[config.mk]
export PLATFORM = sky130hd
export DESIGN_NAME = sorted_vec_serializer
export DESIGN_NICKNAME = d
export VERILOG_FILES = /design/src/rtl/sorted_vec_serializer.sv
export SDC_FILE = /design/constraint.sdc
export NUM_CORES = 1
export LEC_CHECK = 0
export CAP_MARGIN = 20
export CORE_MARGIN = 2
export CORE_UTILIZATION = 50
export DETAILED_ROUTE_END_ITERATION = 7
export GPL_TIMING_DRIVEN = 1
export PLACE_DENSITY_LB_ADDON = 0.08
export SLEW_MARGIN = 20
export SYNTH_ARGS = -nofsm -noshare
export SYNTH_HDL_FRONTEND = slang
export SYNTH_SLANG_ARGS = --single-unit
[constraint.sdc]
create_clock -name clk -period 2.7 [get_ports clk]
set_input_delay 0.27 -clock clk [delete_from_list [all_inputs] [get_ports clk]]
set_output_delay 0.27 -clock clk [all_outputs]
set_load 0.02 [all_outputs]
[src/rtl/sorted_vec_serializer.sv]
// sorted_vec_serializer: accepts a sorted vector per handshake and replays it
// as a serial element stream with first/last framing. Two-deep vector buffer
// (active + pending) lets the upstream sorter deliver vectors back to back.
// With DEDUP=1, repeated values inside a vector are skipped.
module sorted_vec_serializer #(
    parameter int DATA_N = 4,
    parameter int DATA_W = 4,
    parameter bit DEDUP  = 1'b0,
    parameter int IDX_W  = $clog2(DATA_N)
) (
    input  logic                           clk,
    input  logic                           rst_n,
    input  logic                           vec_valid,
    output logic                           vec_ready,
    input  logic [DATA_N-1:0][DATA_W-1:0]  vec_data,
    output logic                           out_valid,
    input  logic                           out_ready,
    output logic [DATA_W-1:0]              out_data,
    output logic [IDX_W-1:0]               out_idx,
    output logic                           out_first,
    output logic                           out_last
);

    typedef logic [DATA_N-1:0][DATA_W-1:0] vec_t;

    // Buffer state
    logic             act_vld;
    logic             pend_vld;
    vec_t             act_vec;
    vec_t             pend_vec;
    logic [IDX_W-1:0] idx;

    // Per-cycle decode
    logic skip;
    logic is_last;
    logic vec_acc;
    logic out_hs;
    logic last_hs;
    logic load_act_new;
    logic load_act_pend;
    logic load_pend;

    // Slot classification: whether the current slot is skipped and whether it ends the vector
    always_comb begin
        // NOTE: every always_comb output gets a default first so no path leaves it unassigned (no latch).
        skip    = 1'b0;
        is_last = (idx == IDX_W'(DATA_N - 1));
        if (DEDUP) begin
            skip    = (idx != '0) && (act_vec[idx] == act_vec[idx - IDX_W'(1)]);
            is_last = (act_vec[idx] == act_vec[DATA_N-1]);
        end
    end

    // Handshakes and buffer routing
    assign vec_ready     = !pend_vld;
    assign vec_acc       = vec_valid && vec_ready;
    assign out_hs        = out_valid && out_ready;
    assign last_hs       = out_hs && out_last;
    // A new vector goes straight to active when active is idle, or when
    // active finishes this very cycle and nothing is waiting in pending.
    assign load_act_new  = vec_acc && (!act_vld || (last_hs && !pend_vld));
    assign load_act_pend = last_hs && pend_vld;
    assign load_pend     = vec_acc && act_vld && !last_hs;

    // Output stream; everything is forced to zero while active is empty
    assign out_valid = act_vld && !skip;
    assign out_data  = act_vld ? act_vec[idx] : '0;
    assign out_idx   = idx;
    assign out_first = act_vld && (idx == '0);
    assign out_last  = out_valid && is_last;

    // Control state: valid flags and element counter
    always_ff @(posedge clk) begin
        // NOTE: sequential state uses non-blocking assignments so all registers update from pre-edge values.
        if (!rst_n) begin
            act_vld  <= 1'b0;
            pend_vld <= 1'b0;
            idx      <= '0;
        end else begin
            if (load_act_new || load_act_pend) begin
                act_vld <= 1'b1;
                idx     <= '0;
            end else if (last_hs) begin
                act_vld <= 1'b0;
                idx     <= '0;
            end else if (out_hs || (act_vld && skip)) begin
                idx <= idx + IDX_W'(1);
            end

            if (load_act_pend) begin
                pend_vld <= 1'b0;
            end else if (load_pend) begin
                pend_vld <= 1'b1;
            end
        end
    end

    // Vector storage, qualified by act_vld/pend_vld
    always_ff @(posedge clk) begin
        // NOTE: vector storage has no reset; its contents are never observed while the matching valid flag is low.
        if (load_act_pend) begin
            act_vec <= pend_vec;
        end else if (load_act_new) begin
            act_vec <= vec_data;
        end
        if (load_pend) begin
            pend_vec <= vec_data;
        end
    end

endmodule

==> summary.txt, run 1 <==
Outcome
  • Status: finished, final reports clean

Synth
  • Post-synthesis cell count: 97
  • Seq/Total Area, Yosys: 0.6485
  • Synth Cell Area: 0.001605 sq mm
  • Top cells by area, synth: edfxtp_1 60%, mux2_4 9.4%, dfxtp_1 5.0%, mux2i_1 5.0%, mux2_2 4.2%
  • Distinct cells, synth: 27
  • Synth area leader: edfxtp_1
  • Area share of the largest cell type after synthesis: 0.5986
  • Synthesized flop and latch total: 36
  • Yosys Warn Count: 0
  • Syn Nets: 119
  • Syn Area/Cell: 16.55 sq um

Detailed routing
  • Initial DRT Pass Iterations: 3
  • Residual DRC: 0
  • WL final: 2594 um
  • 1st-iter DRT viols: 40
  • Via-per-instance ratio: 5.101
  • Routed WL per cell: 14.57 um
  • Vias: 908
  • Antenna Nets Post-Route: 0

GRT
  • Number of global-route vias before repair: 934
  • Antenna violations before repair: 0
  • Largest net degree at the start of global routing: 17
  • First-pass GRT wire length: 4271 um
  • Total grt overflow: 0
  • Gr usage total: 0.1659

CTS
  • Root Driver: clkbuf_4
  • Worst-path clk slew: 0.10 ns
  • CTS tree: yes
  • Postcts setup bufs: 0
  • Clk Latency, worst-skew pair: 0.33 ns
  • Clock Path Buffers: 2
  • Num CTS Buffers: 5
  • Hold Buf Count CTS: 0
  • Post-CTS Resized: 0
  • Maximum level of the CTS H-tree: 2
  • Sink Count: 36

Floorplanning
  • Initial core utilization: 0.5258
  • # IOs: 30
  • Core region area: 0.003053 sq mm
  • Die span in y: 60.66 um
  • Floorplan row count: 20
  • Die area: 0.003680 sq mm
  • Die Wd: 60.66 um

Placed design
  • DP Cell Count: 170
  • Area after DPL: 0.001954 sq mm
  • Dpl ws: 0.6937 ns
  • Hpwl dp: 1874 um
  • Number of port buffers: 29
  • Routability cong.: 0.8606

Final layout
  • Final Cell Area: 0.002029 sq mm
  • Register Area: 0.001041 sq mm
  • Multi-input gate area: 526.8 sq um
  • Share of cells above drive strength 1: 0.2164
  • Filler Cell Count: 250
  • Non-Filler Instances: 178
  • Fin nets: 155
  • Area Growth Syn to Fin: 26.42%
  • Number of diodes: 0

Setup path
  • CP max stage cell: dfxtp_1
  • Setup CP Type: reg -> out
  • Buf/Inv on CP: 1
  • CP top delay family: flip-flops
  • Critical-path maximum fanout: 16
  • Worst setup EP type: output port
  • CP Launch Type: flip-flop
  • CP required: 2.43 ns
  • Worst Path Arrival: 2.08 ns
  • Slowest stage delay, CP: 0.65 ns
  • Crit-path cells: nand2b_1, o22ai_1, clkdlybuf4s50_1

Timing
  • WHS: 0.5167 ns
  • Clk_skew: 0.005713 ns
  • Final Max Tran Viols: 0
  • Max Clk Rate: 424.8 MHz
  • Final setup vio count: 0
  • RSZ-0062 raised after global routing: false
  • Period utilization: 0.8718
  • Worst setup margin: 0.3461 ns
  • Period minus WS final: 2.354 ns
  • Final hold violation count: 0
  • Setup TNS: 0 ns
  • Max_slew headroom: 0.6577
  • Measured slew at the worst slew-check pin: 0.5128 ns

Power
  • PD cells: 561.3 mW/mm^2
  • Max VDD drop: 0.3357 mV
  • Leakage power: 0.7194 nW

Run
  • Max_cap viols: 0

Worst hold path
  • HP Class: in -> reg
==> flip-flops by register name, summed over array words and instances (netlist names) <==
name,cells
pend_vec,16
act_vec,16
pend_vld,1
out_idx,2
out_valid,1
==> area by class of cell <==
cell class / count / area share
flip-flops and latches: 36 / 0.5129
multi-input cells: 53 / 0.2596
repair buffers: 32 / 0.1541
well taps: 44 / 0.02713
clock buffers: 5 / 0.01850
clock inverters: 3 / 0.01850
inverters: 5 / 0.009248
==> cell usage after synthesis <==
master	n
nand3_1	1
nor3b_1	2
o32ai_1	1
mux2_2	6
inv_1	5
buf_2	1
a211oi_1	1
o22ai_1	4
a2111oi_2	1
nor4bb_1	1
buf_6	1
nand2b_1	2
nand4bb_1	1
mux2i_1	8
nand2_1	4
nor3_1	1
and3_1	1
nand4_4	1
and2_1	3
a22oi_1	1
buf_4	1
dfxtp_1	4
ha_1	2
mux2_4	10
a21bo_2	1
a21oi_1	1
edfxtp_1	32
==> power by group <==
group | total (mW) | internal (mW) | leakage, nW | switching, mW
Clock | 0.355 | 0.189 | 0.0403 | 0.166
Sequential | 0.658 | 0.642 | 0.332 | 0.0158
Combinational | 0.127 | 0.0694 | 0.347 | 0.0571
Total | 1.14 | 0.901 | 0.719 | 0.239
==> metal layers <==
layer	routed length, um	GRT usage	vias up
li1	-	-	449
met1	1210	0.2153	424
met2	1168	0.2473	27
met3	167	0.06397	8
met4	48	0.07764	0
met5	0	0	-
==> metrics by stage <==
stage               utilization  power, mW
floorplan                     -     0.7291
global placement         0.6402     0.7945
detailed placement       0.6402     0.7989
CTS                      0.6648      1.154
global route             0.6648      1.186
finish                   0.6648      1.139
==> final timing paths <==
kind / startpoint / endpoint / slack (ns) / cells past startpoint
worst max-delay path: out_valid / out_data[2] / 0.35 / 3
worst min-delay path: vec_data[6] / pend_vec[6] / 0.52 / 1
worst max register to register: out_idx[1] / act_vec[11] / 0.86 / 3
worst min register to register: pend_vec[13] / act_vec[13] / 0.56 / 1
==> worst register-to-register path, delay by kind of cell (launching register included) <==
kind	cells	cell delay, ns
adders and majority gates	1	0.34
DFF	1	0.46
muxes	1	0.44
and+or+nand+nor	1	0.37
==> placed cells by master (no fill, tap or decap), drive strengths merged, types with 3 or more instances in the layout <==
| cell type | instances |
|---|---|
| dfxtp | 4 |
| nand2 | 4 |
| o22ai | 4 |
| edfxtp | 32 |
| mux2 | 16 |
| buf | 3 |
| clkdlybuf4s50 | 29 |
| and2 | 3 |
| inv | 5 |
| mux2i | 8 |
| clkbuf | 5 |
==> logic make-up (layout without fill, tap and decap cells) <==
kind of cell,Yosys count,in the layout,synth area share
flip-flops,36,36,0.6485
multiplexers,24,24,0.1855
AND/OR/NAND/NOR,17,17,0.07482
AO/OA/AOI/OAI,10,10,0.04910
buffers and inverters,8,45,0.02650
adder cells (fa/ha/maj),2,2,0.01559
No activity file was read; power rests on OpenSTA's default activity.
==> run 2: changes to the inputs <==
ABC_CLOCK_PERIOD_IN_PS = 2700   (was unset)
==> results of run 2 <==
The final DEF is identical to that of run 1; final timing and power are the same.
